### src/rtl/rv32i_alu_issue.sv
// Sequential issue front end for an external combinational RV32I ALU: decode, hold operands, capture, respond.
// Define RV32I_ALU_ISSUE_BRANCH_EN to decode BEQ/BNE (opcode 1100011) and drive out_taken.
module rv32i_alu_issue #(
    parameter int SETTLE_CYCLES = 1
) (
    input  logic        clk,
    input  logic        rst_n,
    input  logic        in_valid,
    output logic        in_ready,
    input  logic [6:0]  in_opcode,
    input  logic [2:0]  in_funct3,
    input  logic        in_funct7_5,
    input  logic [31:0] in_rs1_val,
    input  logic [31:0] in_rs2_val,
    input  logic [31:0] in_imm,
    output logic [31:0] alu_a,
    output logic [31:0] alu_b,
    output logic [2:0]  alu_ctrl,
    input  logic [31:0] alu_y,
    input  logic        alu_zero,
    output logic        out_valid,
    input  logic        out_ready,
    output logic [31:0] out_result,
    output logic        out_zero,
    output logic        out_taken,
    output logic        out_illegal
);
    localparam logic [2:0] CTRL_SUB  = 3'b000;
    localparam logic [2:0] CTRL_ADD  = 3'b001;
    localparam logic [2:0] CTRL_AND  = 3'b010;
    localparam logic [2:0] CTRL_OR   = 3'b011;
    localparam logic [2:0] CTRL_SLL  = 3'b100;
    localparam logic [2:0] CTRL_SRL  = 3'b101;
    localparam logic [2:0] CTRL_SLT  = 3'b110;
    localparam logic [2:0] CTRL_RSVD = 3'b111;

    localparam logic [6:0] OP_REG    = 7'b0110011;
    localparam logic [6:0] OP_IMM    = 7'b0010011;
`ifdef RV32I_ALU_ISSUE_BRANCH_EN
    localparam logic [6:0] OP_BRANCH = 7'b1100011;
`endif

    localparam logic [3:0] CNT_LOAD = 4'(SETTLE_CYCLES - 1);

    if (SETTLE_CYCLES < 1 || SETTLE_CYCLES > 15) begin : g_bad_settle_cycles
        $error("rv32i_alu_issue: SETTLE_CYCLES must be in 1..15");
    end

    typedef enum logic [1:0] {
        S_IDLE,
        S_EXEC,
        S_RESP
    } state_t;

    typedef struct packed {
        logic [2:0] ctrl;
        logic       use_imm;
        logic       illegal;
`ifdef RV32I_ALU_ISSUE_BRANCH_EN
        logic       is_branch;
        logic       br_ne;
`endif
    } dec_t;

    // Unsupported encodings fall through with ctrl=RSVD so the ALU yields zero.
    function automatic dec_t decode(input logic [6:0] opcode, input logic [2:0] funct3,
                                    input logic bit30);
        dec_t d;
        d         = '0;
        d.ctrl    = CTRL_RSVD;
        d.illegal = 1'b1;
        case (opcode)
            OP_REG: begin
                case (funct3)
                    3'b000: begin d.ctrl = bit30 ? CTRL_SUB : CTRL_ADD; d.illegal = 1'b0; end
                    3'b111: begin d.ctrl = CTRL_AND; d.illegal = 1'b0; end
                    3'b110: begin d.ctrl = CTRL_OR;  d.illegal = 1'b0; end
                    3'b010: begin d.ctrl = CTRL_SLT; d.illegal = 1'b0; end
                    3'b001: if (!bit30) begin d.ctrl = CTRL_SLL; d.illegal = 1'b0; end
                    3'b101: if (!bit30) begin d.ctrl = CTRL_SRL; d.illegal = 1'b0; end
                    default: ;
                endcase
            end
            OP_IMM: begin
                d.use_imm = 1'b1;
                case (funct3)
                    3'b000: begin d.ctrl = CTRL_ADD; d.illegal = 1'b0; end
                    3'b111: begin d.ctrl = CTRL_AND; d.illegal = 1'b0; end
                    3'b110: begin d.ctrl = CTRL_OR;  d.illegal = 1'b0; end
                    3'b010: begin d.ctrl = CTRL_SLT; d.illegal = 1'b0; end
                    3'b001: if (!bit30) begin d.ctrl = CTRL_SLL; d.illegal = 1'b0; end
                    3'b101: if (!bit30) begin d.ctrl = CTRL_SRL; d.illegal = 1'b0; end
                    default: ;
                endcase
            end
`ifdef RV32I_ALU_ISSUE_BRANCH_EN
            OP_BRANCH: begin
                if (funct3 == 3'b000 || funct3 == 3'b001) begin
                    d.ctrl      = CTRL_SUB;
                    d.illegal   = 1'b0;
                    d.is_branch = 1'b1;
                    d.br_ne     = funct3[0];
                end
            end
`endif
            default: ;
        endcase
        return d;
    endfunction

    state_t     state;
    state_t     state_next;
    logic [3:0] cnt;
    logic       illegal_q;
    dec_t       dec;

    assign dec = decode(in_opcode, in_funct3, in_funct7_5);

    assign in_ready  = rst_n && (state == S_IDLE);
    assign out_valid = (state == S_RESP);

    always_comb begin
        state_next = state;
        case (state)
            S_IDLE:  if (in_valid)  state_next = S_EXEC;
            S_EXEC:  if (cnt == '0) state_next = S_RESP;
            S_RESP:  if (out_ready) state_next = S_IDLE;
            default: state_next = S_IDLE;
        endcase
    end

`ifdef RV32I_ALU_ISSUE_BRANCH_EN
    logic is_branch_q;
    logic br_ne_q;

    always_ff @(posedge clk) begin
        if (!rst_n) begin
            is_branch_q <= 1'b0;
            br_ne_q     <= 1'b0;
            out_taken   <= 1'b0;
        end else if (state == S_IDLE && in_valid) begin
            is_branch_q <= dec.is_branch;
            br_ne_q     <= dec.br_ne;
        end else if (state == S_EXEC && cnt == '0) begin
            out_taken   <= is_branch_q && (br_ne_q ? !alu_zero : alu_zero);
        end
    end
`else
    assign out_taken = 1'b0;
`endif

    always_ff @(posedge clk) begin
        if (!rst_n) begin
            state       <= S_IDLE;
            cnt         <= '0;
            illegal_q   <= 1'b0;
            alu_a       <= '0;
            alu_b       <= '0;
            alu_ctrl    <= CTRL_RSVD;
            out_result  <= '0;
            out_zero    <= 1'b0;
            out_illegal <= 1'b0;
        end else begin
            state <= state_next;
            case (state)
                S_IDLE: begin
                    if (in_valid) begin
                        alu_a     <= in_rs1_val;
                        alu_b     <= dec.use_imm ? in_imm : in_rs2_val;
                        alu_ctrl  <= dec.ctrl;
                        illegal_q <= dec.illegal;
                        cnt       <= CNT_LOAD;
                    end
                end
                // EXEC: operands stay put while the ALU settles
                S_EXEC: begin
                    if (cnt != '0) begin
                        cnt <= cnt - 4'd1;
                    end else begin
                        out_result  <= alu_y;
                        out_zero    <= alu_zero;
                        out_illegal <= illegal_q;
                    end
                end
                default: ;
            endcase
        end
    end

endmodule

### config.mk
export PLATFORM = sky130hd
export DESIGN_NAME = rv32i_alu_issue
export DESIGN_NICKNAME = d
export VERILOG_FILES = /design/src/rtl/rv32i_alu_issue.sv
export SDC_FILE = /design/constraint.sdc
export NUM_CORES = 1
export LEC_CHECK = 0
export CORE_MARGIN = 1.5
export CORE_UTILIZATION = 40
export CTS_CLUSTER_DIAMETER = 80
export DETAILED_ROUTE_END_ITERATION = 6
export PLACE_DENSITY = 0.78
export SLEW_MARGIN = 20
export SYNTH_ARGS = -nofsm -noshare
export SYNTH_HDL_FRONTEND = slang
export SYNTH_SLANG_ARGS = --single-unit
export TNS_END_PERCENT = 10
### constraint.sdc
create_clock -name clk -period 1.75 [get_ports clk]
set_input_delay 0.35 -clock clk [delete_from_list [all_inputs] [get_ports clk]]
set_output_delay 0.35 -clock clk [all_outputs]
set_load 0.05 [all_outputs]
Word-level counts from Yosys, hierarchy flattened
Cells that the tools add are included.
{ "classes": {"n_addsub": 1, "eq_ne": 13, "mux": 18, "bitwise": 1, "reduce_logical": 13} }
{ "ops": {"columns": ["operator", "count"], "rows": [
  ["$pmux 3 s6", 2],
  ["$mux 32", 1],
  ["$mux 2", 5],
  ["$eq 3x3->1 const B", 3],
  ["$mux 4", 2],
  ["$pmux 4 s2", 1],
  ["$eq 7x5->1 const B", 1],
  ["$eq 7x6->1 const B", 1],
  ["$ne 2x2->1 const B", 3],
  ["$pmux 2 s3", 1],
  ["$pmux 3 s2", 1],
  ["$reduce_and 3->1", 2],
  ["$logic_not 4->1", 1],
  ["$mux 1", 4],
  ["$reduce_and 2->1", 2],
  ["$reduce_bool 4->1", 1],
  ["$reduce_or 2->1", 2],
  ["$reduce_or 4->1", 1],
  ["$sub 4x1->4 const B", 1],
  ["$eq 3x1->1 const B", 1],
  ["$eq 3x2->1 const B", 1],
  ["$logic_not 3->1", 1],
  ["$eq 2x1->1 const B", 1],
  ["$eq 2x2->1 const B", 1],
  ["6 further kinds", 6]
]} }
{ "word_totals": {"regBits": 108, "input_bits": 144, "out_inout_bits": 104, "elab_cells": 55} }

Longest topological paths before layout
{ "depth": {"word_depth": 4, "mapped_depth": 7} }

Worst setup path after synthesis
Ideal clock, no wire load.
{ "synth_path": {"path_kind": "input to output", "startpoint": "input rst_n", "endpoint": "output in_ready", "t_arrival_ns": 1.733, "required_ns": 1.400, "path_slack_ns": -0.333, "cell_stages": 2, "n_path_buf": 1, "path_cell_list": "clkbuf_1 nor3b_1"} }
{ "synth_via": {"elab_chain_len": 1} }
{ "synth_rtl": {"columns": ["element", "line_no", "text"], "rows": [
  ["start, declared", "7", "input logic rst_n,"],
  ["$logic_and 1x1->1", "119", "assign in_ready = rst_n && (state == S_IDLE);"],
  ["end, declared", "9", "output logic in_ready,"]
]} }
No other way between the ends.

Worst setup path in the final report
{ "layout_path": {"startpoint": "register state[0]", "endpoint": "output in_ready"} }
{ "layout_via": {"elab_chain_len": 2} }
{ "layout_rtl": {"columns": ["element", "line_no", "text"], "rows": [
  ["start, declared", "111", "state_t state;"],
  ["start signal, assigned", "164", "state <= state_next;"],
  ["$logic_not 2->1", "119", null],
  ["$logic_and 1x1->1", "119", null]
]} }
No other way between the ends.

==> impl_metrics.ini <==
[run_status]
status = finished with violations
failed_checks = design-rule violations

[synthesis]
synthAdderAreaFrac = 0.005255
syn-num-nets = 703
yosys.area.top_type = dfxtp_1
synth_edf_count = 0
synth-seq-cells = 108
yosysUniqueCellTypes = 45
synthMuxAreaShare = 0.002102
synth_most_common_cell = dfxtp_1
netlist_instances = 557
yosysWarnings = 0
synth_common_cells = dfxtp_1 (108), o21ai_0 (74), nand2_1 (68), a21boi_0 (60), clkbuf_1 (37)
synthTopCellsByArea = dfxtp_1 (45%), a21boi_0 (9.5%), o21ai_0 (7.8%)
synth_xor_area_frac = 0.001839
synthFlopType = dfxtp_1
yosysTopAreaCellShare = 0.4540
ys_seq_area_frac = 0.4540
synth_area_per_cell_sq_um = 8.549
netlist_area_sq_um = 4762
synth_top_family_by_area = compound AO/OA/AOI/OAI gates
async_flop_share = 0
synthSimpleGateAreaFrac = 0.1936
synth_compound_area_frac = 0.2772

[critical_path]
crit_path_end_kind = output port
crit_arrival_ps = 1310
critPathKind = register to output port
critPathLaunch = state[0]
critPathMaxFanout = 5
worstRegToRegCells = 6
timing.rr.start = cnt[0]
worstPathRequired_ps = 1400
worstSetupEndpoint = in_ready
reg2reg_to = cnt[3]
cp-start-kind = register
r2r_slack_ps = 120

[drt]
dr.pass1.iters = 7
routed-via-count = 4999
post-route-drc-count = 17
drt-vias-per-instance = 5.381
ant_nets = 0
wire_per_inst_um = 15.92
routed_wl_um = 14790
drt_iter0_markers = 437

[timing]
finalHoldViolations = 0
finalCritPeriodShare = 0.9506
fmax_mhz = 601.1
finalCriticalPeriod_ps = 1663
slew_viol_final = 0
finalClockSkew_ps = 4.300
rsz0062_at_grt = false
setup_violations = 0

[power_and_ir_drop]
powerDensity_nw_per_um2 = 868.0
ir_drop_mv = 0.4758
p_leak_nw = 2.872
power.total_mw = 6.524

[floorplanning]
die_w_um = 112.1
die_h_um = 112.1
num_rows = 39
dieArea_sq_um = 12570
boundaryPins = 248
start_util = 0.4135
core_sq_um = 11520

[cells_and_area]
layout.nets = 928
diodes = 0
stdcell_area_sq_um = 7516
register_area_sq_um = 2162
drive_gt1_frac = 0.1985
area_growth_pct = 57.83
multi_input_area_sq_um = 2326
fillCellCount = 952

[global_routing]
grt-busiest-layer = met2
grtUsageTotal = 0.2281
use_met1 = 0.2580
grt_overflow_total = 0
use_met2 = 0.4160
grtUsageMet3 = 0.06857
grt_max_degree = 72
grt_pass1_wl_um = 23650
grt_antenna_before_repair = 0
grt_pass1_vias = 4860

[cts]
cts_tree = built
cts-root-buf = clkbuf_16
clk_latency_ps = 340
cts_num_sinks = 108
cts.htree.levels = 3
cts_buffers = 9
clkTransAtPathRegs_ps = 70
cts_buffer_depth = 2

[job]
maxCapViolCount = 0

[place]
placed_cell_area_sq_um = 7199
gp_congestion = 0.8078
io_buffers = 246
dp_hpwl_um = 10590

[min_path]
hold_path_class = register to register
==> registers in the layout, summed over array words and instances (netlist names) <==
name / cells
cnt: 4
out_zero: 1
state: 2
alu_ctrl: 3
out_result: 32
out_illegal: 1
alu_a: 32
illegal_q: 1
alu_b: 32
==> worst max-delay path, stage by stage (launching register included) <==
cell	delay, ps
dfxtp_1	340
buf_4	170
nor3b_2	280
buf_12	180
==> worst min path at each step <==
stage               depth (start not counted)        end      start  slack, ps
floorplan                                   2     cnt[0]     cnt[0]        440
global placement                            2  alu_a[26]  alu_a[26]        440
detailed placement                          2  alu_a[26]  alu_a[26]        460
CTS                                         2  alu_a[26]  alu_a[26]        470
global route                                2  alu_a[19]  alu_a[19]        490
finish                                      2  alu_a[30]  alu_a[30]        470
==> logic make-up after synthesis <==
logic type                 after synthesis
DFF                                    108
and+or+nand+nor                        162
AOI/OAI and AO/OA                      215
adders and majority gates                2
muxes                                    1
xor gates and xnor gates                 1
other                                    1
buffers and inverters                   67
==> per-stage QoR <==
stage	hold WS, ps	TNS [ps]	setup WS, ps	utilization	cells
2_1_floorplan	444.7	0	156.5	-	557
3_3_place_gp	444.8	-7465	-256.9	0.6252	912
3_5_place_dp	457.4	-9454	-259.6	0.6252	912
4_1_cts	467.0	0	42.47	0.6506	927
5_1_grt	488.4	0	14.90	0.6527	929
6_report	465.7	0	86.51	0.6527	929
==> cells in the final DEF (no fill, tap or decap), types with 2 or more instances in the layout <==
cell type        count
clkinvlp_4           2
nor3b_4              2
nand3_1             34
or3_1                2
clkdlybuf4s50_1    142
o21ai_0             74
buf_12               9
or4_1                2
nand4b_1            32
ha_1                 2
buf_4              124
clkbuf_16            9
a41oi_1              2
o21ai_1             31
a21boi_1             6
a31oi_1             33
a21oi_1              2
nor2_1               2
nor2b_1              3
a21boi_0            60
nand2_1             68
nor3b_1              2
inv_1                5
dfxtp_1            108
==> cell type report <==
class	instances	share of cell area
tap	143	0.02381
multi-input combinational	382	0.3095
sequential	108	0.2877
clock buffer	11	0.03230
inverter	5	0.002497
clock inverter	4	0.006659
timing repair buffer	276	0.3376
==> what timing repair did <==
| action | in CTS | in global routing |
|---|---|---|
| endpoints found under the setup margin | 0 | 33 |
| buffers inserted | 0 | 2 |
| gates resized for setup | 0 | 2 |
| hold buffers | 0 | 0 |
==> routing by layer <==
metal,share of wire,wire [um]
met4,0.016,235
met3,0.086,1276
met1,0.39,5778
met5,0,0
met2,0.51,7495
==> power breakdown <==
group | leakage, nW | internal (mW) | switching (mW) | total [mW]
combinational | 1.85 | 0.717 | 1.05 | 1.77
clock | 0.138 | 1.14 | 0.887 | 2.03
sequential | 0.886 | 2.63 | 0.0991 | 2.73
total | 2.87 | 4.49 | 2.04 | 6.52
Power figures use the tool's default switching activity.
